<file path="config.mk">
export PLATFORM = sky130hd
export DESIGN_NAME = instr_decode_stage
export DESIGN_NICKNAME = d
export VERILOG_FILES = /design/src/rtl/instr_decode_stage.sv
export SDC_FILE = /design/constraint.sdc
export NUM_CORES = 1
export LEC_CHECK = 0
export ABC_AREA = 1
export BUFFER_PORTS_ARGS = -buffer_cell sky130_fd_sc_hd__buf_2
export CORE_ASPECT_RATIO = 1.4
export CORE_UTILIZATION = 49
export DETAILED_ROUTE_END_ITERATION = 10
export GPL_TIMING_DRIVEN = 0
export PLACE_DENSITY_LB_ADDON = 0.12
export RECOVER_POWER = 50
export SKIP_CTS_REPAIR_TIMING = 1
export SYNTH_ARGS = -nofsm -noshare
export SYNTH_HDL_FRONTEND = slang
export SYNTH_SLANG_ARGS = --single-unit
export TNS_END_PERCENT = 20
</file>
<file path="constraint.sdc">
create_clock -name clk -period 1.51 [get_ports clk]
set_input_delay 0.302 -clock clk [delete_from_list [all_inputs] [get_ports clk]]
set_output_delay 0.302 -clock clk [all_outputs]
set_load 0.05 [all_outputs]
</file>
<file path="src/rtl/instr_decode_stage.sv">
// instr_decode_stage: registered MIPS-subset decode between fetch and register file / ALU / redirect logic.
// Latency: one cycle. in_instr and in_pc sampled at posedge N are presented after posedge N.
// Backpressure: stall freezes every output and the FSM. flush emits a bubble and drops any pending squash.
//
// Ports:
//   clk, rst_n              clock, asynchronous active-low reset
//   in_pc, in_instr         fetched word PC and instruction
//   in_valid                in_pc/in_instr are meaningful this cycle
//   stall, flush            hold everything / discard the current capture
//   out_valid, out_pc       decoded slot is meaningful, and its PC
//   Jump, JumpReg, Branch, InvZero   redirect flags to fetch
//   TargetInstr, imm16, rs, rt       raw instruction fields
//   dest_reg                write-back register
//   RegWrite, MemWrite, MemToReg, ALUSrc, ALUop   datapath controls
//   illegal                 sticky illegal-opcode flag
//
// Build option ID_ILLEGAL_TRAP_EN: when defined, an illegal instruction halts the
// stage (out_valid=0, illegal=1) until reset. When undefined, illegal instructions
// decode as a NOP and illegal is tied to 0.
module instr_decode_stage (
    input  logic        clk,
    input  logic        rst_n,
    input  logic [29:0] in_pc,
    input  logic [31:0] in_instr,
    input  logic        in_valid,
    input  logic        stall,
    input  logic        flush,
    output logic        out_valid,
    output logic [29:0] out_pc,
    output logic        Jump,
    output logic        JumpReg,
    output logic        Branch,
    output logic        InvZero,
    output logic [25:0] TargetInstr,
    output logic [15:0] imm16,
    output logic [4:0]  rs,
    output logic [4:0]  rt,
    output logic [4:0]  dest_reg,
    output logic        RegWrite,
    output logic        MemWrite,
    output logic        MemToReg,
    output logic        ALUSrc,
    output logic [1:0]  ALUop,
    output logic        illegal
);

    localparam logic [1:0] ALU_ADD = 2'd0;
    localparam logic [1:0] ALU_SUB = 2'd1;
    localparam logic [1:0] ALU_XOR = 2'd2;
    localparam logic [1:0] ALU_SLT = 2'd3;

    typedef struct packed {
        logic       jump;
        logic       jump_reg;
        logic       branch;
        logic       inv_zero;
        logic       reg_write;
        logic       mem_write;
        logic       mem_to_reg;
        logic       alu_src;
        logic [1:0] alu_op;
        logic [4:0] dest;
    } ctl_t;

`ifdef ID_ILLEGAL_TRAP_EN
    typedef enum logic [1:0] {RUN = 2'd0, SQUASH = 2'd1, HALT = 2'd2} state_t;
`else
    typedef enum logic [0:0] {RUN = 1'b0, SQUASH = 1'b1} state_t;
`endif

    // ------------------------------------------------------------------
    // Combinational decode of the incoming instruction
    // ------------------------------------------------------------------
    logic [5:0] opcode;
    logic [5:0] funct;
    logic [4:0] f_rt;
    logic [4:0] f_rd;
    ctl_t       dec;
    logic       dec_redirect;   // unconditional jump: next capture is wrong-path
`ifdef ID_ILLEGAL_TRAP_EN
    logic       dec_bad;
`endif

    assign opcode = in_instr[31:26];
    assign funct  = in_instr[5:0];
    assign f_rt   = in_instr[20:16];
    assign f_rd   = in_instr[15:11];

    always_comb begin
        dec          = '0;
        dec_redirect = 1'b0;
`ifdef ID_ILLEGAL_TRAP_EN
        dec_bad      = 1'b0;
`endif
        case (opcode)
            6'h23: begin // LW
                dec.reg_write  = 1'b1;
                dec.mem_to_reg = 1'b1;
                dec.alu_src    = 1'b1;
                dec.alu_op     = ALU_ADD;
                dec.dest       = f_rt;
            end
            6'h2B: begin // SW
                dec.mem_write = 1'b1;
                dec.alu_src   = 1'b1;
                dec.alu_op    = ALU_ADD;
            end
            6'h08: begin // ADDI
                dec.reg_write = 1'b1;
                dec.alu_src   = 1'b1;
                dec.alu_op    = ALU_ADD;
                dec.dest      = f_rt;
            end
            6'h0E: begin // XORI
                dec.reg_write = 1'b1;
                dec.alu_src   = 1'b1;
                dec.alu_op    = ALU_XOR;
                dec.dest      = f_rt;
            end
            6'h04: begin // BEQ
                dec.branch = 1'b1;
                dec.alu_op = ALU_SUB;
            end
            6'h05: begin // BNE
                dec.branch   = 1'b1;
                dec.inv_zero = 1'b1;
                dec.alu_op   = ALU_SUB;
            end
            6'h02: begin // J
                dec.jump     = 1'b1;
                dec_redirect = 1'b1;
            end
            6'h03: begin // JAL
                dec.jump      = 1'b1;
                dec.reg_write = 1'b1;
                dec.dest      = 5'd31;
                dec_redirect  = 1'b1;
            end
            6'h00: begin // R-type
                case (funct)
                    6'h20: begin
                        dec.reg_write = 1'b1;
                        dec.alu_op    = ALU_ADD;
                        dec.dest      = f_rd;
                    end
                    6'h22: begin
                        dec.reg_write = 1'b1;
                        dec.alu_op    = ALU_SUB;
                        dec.dest      = f_rd;
                    end
                    6'h2A: begin
                        dec.reg_write = 1'b1;
                        dec.alu_op    = ALU_SLT;
                        dec.dest      = f_rd;
                    end
                    6'h08: begin // JR
                        dec.jump_reg = 1'b1;
                        dec_redirect = 1'b1;
                    end
                    default: begin
`ifdef ID_ILLEGAL_TRAP_EN
                        dec_bad = 1'b1;
`endif
                    end
                endcase
            end
            default: begin
`ifdef ID_ILLEGAL_TRAP_EN
                dec_bad = 1'b1;
`endif
            end
        endcase
    end

    // ------------------------------------------------------------------
    // Slot-control FSM: next state, next out_valid, capture enable
    // ------------------------------------------------------------------
    state_t state_q, state_d;
    logic   vld_q, vld_d;
    logic   capture;
`ifdef ID_ILLEGAL_TRAP_EN
    logic   ill_q, ill_d;
`endif

    always_comb begin
        state_d = state_q;
        vld_d   = vld_q;
        capture = 1'b0;
`ifdef ID_ILLEGAL_TRAP_EN
        ill_d   = ill_q;
        if (state_q == HALT) begin
            vld_d = 1'b0;
        end else
`endif
        if (flush) begin
            vld_d   = 1'b0;
            state_d = RUN;
        end else if (stall) begin
            // everything holds
        end else if (!in_valid) begin
            // a bubble from fetch does not consume a pending squash
            vld_d = 1'b0;
        end else begin
            capture = 1'b1;
            if (state_q == SQUASH) begin
                // wrong-path slot after J/JAL/JR; dropped without trapping
                vld_d   = 1'b0;
                state_d = RUN;
            end
`ifdef ID_ILLEGAL_TRAP_EN
            else if (dec_bad) begin
                vld_d   = 1'b0;
                ill_d   = 1'b1;
                state_d = HALT;
            end
`endif
            else begin
                vld_d = 1'b1;
                if (dec_redirect) begin
                    state_d = SQUASH;
                end
            end
        end
    end

    always_ff @(posedge clk or negedge rst_n) begin
        if (!rst_n) begin
            state_q <= RUN;
            vld_q   <= 1'b0;
`ifdef ID_ILLEGAL_TRAP_EN
            ill_q   <= 1'b0;
`endif
        end else begin
            state_q <= state_d;
            vld_q   <= vld_d;
`ifdef ID_ILLEGAL_TRAP_EN
            ill_q   <= ill_d;
`endif
        end
    end

    // ------------------------------------------------------------------
    // Captured fields and controls
    // ------------------------------------------------------------------
    ctl_t        ctl_q;
    logic [29:0] pc_q;
    logic [25:0] tgt_q;

    always_ff @(posedge clk or negedge rst_n) begin
        if (!rst_n) begin
            ctl_q <= '0;
            pc_q  <= '0;
            tgt_q <= '0;
        end else if (capture) begin
            ctl_q <= dec;
            pc_q  <= in_pc;
            tgt_q <= in_instr[25:0];
        end
    end

    assign out_valid   = vld_q;
    assign out_pc      = pc_q;
    assign TargetInstr = tgt_q;
    assign imm16       = tgt_q[15:0];
    assign rs          = tgt_q[25:21];
    assign rt          = tgt_q[20:16];
    assign dest_reg    = ctl_q.dest;
    assign ALUop       = ctl_q.alu_op;

    // flags never leak out of a bubble
    assign Jump     = vld_q & ctl_q.jump;
    assign JumpReg  = vld_q & ctl_q.jump_reg;
    assign Branch   = vld_q & ctl_q.branch;
    assign InvZero  = vld_q & ctl_q.inv_zero;
    assign RegWrite = vld_q & ctl_q.reg_write;
    assign MemWrite = vld_q & ctl_q.mem_write;
    assign MemToReg = vld_q & ctl_q.mem_to_reg;
    assign ALUSrc   = vld_q & ctl_q.alu_src;

`ifdef ID_ILLEGAL_TRAP_EN
    assign illegal = ill_q;
`else
    assign illegal = 1'b0;
`endif

endmodule

</file>
==> results_dict.tcl <==
set metrics [dict create \
    crit_type "flip-flop to output port" \
    seq_area_um2 1828 \
    clkLatencyLatePin_ns 0.33 \
    worst_setup_path_start_kind "flip-flop" \
    clk_path_buf_depth 2 \
    critPathRequiredTime_ns 1.21 \
    final_cell_mix "nand2_1, buf_2, dfrtp_1" \
    die_area_um2 7149 \
    pre_cts_slack_ns 0.01253 \
    viasPerCell 4.660 \
    tns_ns 0 \
    arrival_ns 1.17 \
    root_buffer "clkbuf_8" \
    stdcell_count 664 \
    wl_per_cell_um 11.58 \
    switching_share_pct 40.25 \
    min_path_type "primary input to flip-flop" \
    io_pins 166 \
    vias 3094 \
    p_switching_mw 2.635 \
    grt_pass1_vias 2858 \
    netlist.area_leader.share_pct 54.74 \
    start_util_pct 50.80 \
    hpwl_mm 5.597 \
    multi_input_area_um2 1076 \
    finalHoldViolations 0 \
    post-route-period-util_pct 97.37 \
    drive_above_1_share_pct 40.00 \
    diodes 0 \
    dp.cells 647 \
    synth_area_leader_cell "dfrtp_1" \
    power_frac_comb_pct 36.1 \
    clock_sinks 73 \
    tightest_slew_ns 0.6476 \
    grt-ovfl-total 0 \
    numCtsBuffers 9 \
    syn_nets 475 \
    syn_area_um2 3337 \
    fillers 564 \
    cts_tree "yes" \
    slew_headroom_pct 56.83 \
    row_count 35 \
    ant_nets 0 \
    powerDensity_nw_per_um2 1430 \
    fin_ws_ns 0.03970 \
    grt_usage_pct 23.11 \
    synth_seq_area_share_pct 54.74 \
    synth.avg_cell_area_um2 8.179 \
    port_buffers 164 \
    grt_pass1_wl_mm 12.74 \
    clk_pin_slew_ns 0.08 \
    synth_cell_types 28 \
    largest_reg_flops 30 \
    antenna_found_initial 0 \
    drcViolationCount 0 \
    fmax_mhz 680.1 \
    place_congestion 0.8230 \
    area_growth_syn_to_layout_pct 37.23 \
    drv_cap 0 \
    maxSlewViolCount 0 \
    drtPass1Iterations 5 \
    status "completed" \
    finClkSkew_ns 0.0006430 \
    p_leak_nw 2.820 \
    finalCriticalPeriod_ns 1.470 \
    ff2ff_setup_slack_ns 0.66 \
    vdd_ir_drop_max_mv 1.240 \
    final_nets 653 \
    die_h_um 99.64 \
    ys_seq_elements 73 \
    synth.area.top_cells "dfrtp_1, nand2_1, buf_4" \
    setup_viol 0 \
    seq_power_share_pct 36.5 \
    fp.dieW_um 71.75 \
    drt-initial-drc-count 174 \
    clkPwrFrac_pct 27.4 \
    drt-total-wl_mm 7.690 \
    power_mw 6.546 \
    core_area_um2 6569 \
    htree_levels 3 \
    crit_path_end_kind "output port" \
    internal_power_mw 3.911 \
    ys.warnings.count 0 \
    grt_max_degree 74 \
    synth_cells 408 \
    crit_fanout 5 \
    final_common_cell "nand2_1" \
]
metal layers:
layer,GRT usage [%],vias up,wire length [um]
li1,-,1560,-
met1,27.08,1396,3197
met2,39.19,117,3850
met3,6.687,21,425
met4,9.955,0,216
met5,0,-,0
Yosys cell counts, drive strengths merged:
cell type	n
nand2	207
nand3	18
a21oi	4
conb	1
o21ai	9
nor3	3
nor2	11
o22a	1
nand3b	1
o211ai	1
nand4	1
a21boi	2
o21a	1
inv	25
dfrtp	73
buf	48
a31oi	1
clkbuf	1
worst paths after layout:
check                             from         endpoint  cells after the start
min in group asynchronous        rst_n        out_valid                      3
min reg2reg                  out_pc[1]        out_pc[1]                      2
max reg2reg                  out_valid        out_valid                      3
min                        in_instr[9]   TargetInstr[9]                      3
max                          out_valid         MemToReg                      4
max in group asynchronous        rst_n  TargetInstr[14]                      3
worst max-delay path, cell delays in order, from the launching register on:
cell	delay, ns
dfrtp_2	0.43
buf_4	0.16
nand2_1	0.05
inv_1	0.05
buf_6	0.14
stage by stage:
stage | cell area, um2 | utilization [%] | hold slack (ns)
2_1_floorplan | 3338 | - | 0.006409
3_3_place_gp | 4252 | 64.72 | 0.4500
3_5_place_dp | 4282 | 65.18 | 0.3427
4_1_cts | 4514 | 68.72 | -0.02035
5_1_grt | 4579 | 69.71 | 0.1457
6_report | 4579 | 69.71 | 0.1572
cells by family after synthesis:
group           Yosys count  share of synthesized area (%)
buf+inv                  74                          13.01
compound gates           19                          3.300
other cells               1                         0.1124
simple gates            241                          28.83
flops                    73                          54.74
power by group through the flow:
| stage | clock (mW) | combinational, mW | sequential, mW |
|---|---|---|---|
| 2_1_floorplan | 0 | 0.924 | 3.27 |
| 3_3_place_gp | 0 | 2.33 | 2.42 |
| 3_5_place_dp | 0 | 2.37 | 2.42 |
| 4_1_cts | 1.83 | 2.37 | 2.39 |
| 5_1_grt | 1.91 | 2.51 | 2.43 |
| 6_report | 1.79 | 2.36 | 2.39 |
cell type report:
class	instances	area share, %
plain buffers	48	7.322
clock buffers	10	2.787
clock inverters	5	2.295
inverters	25	2.049
multi-input cells	261	23.50
flip-flops and latches	73	39.92
well taps	74	2.022
repair buffers	168	20.11
Power figures use the tool's default switching activity.
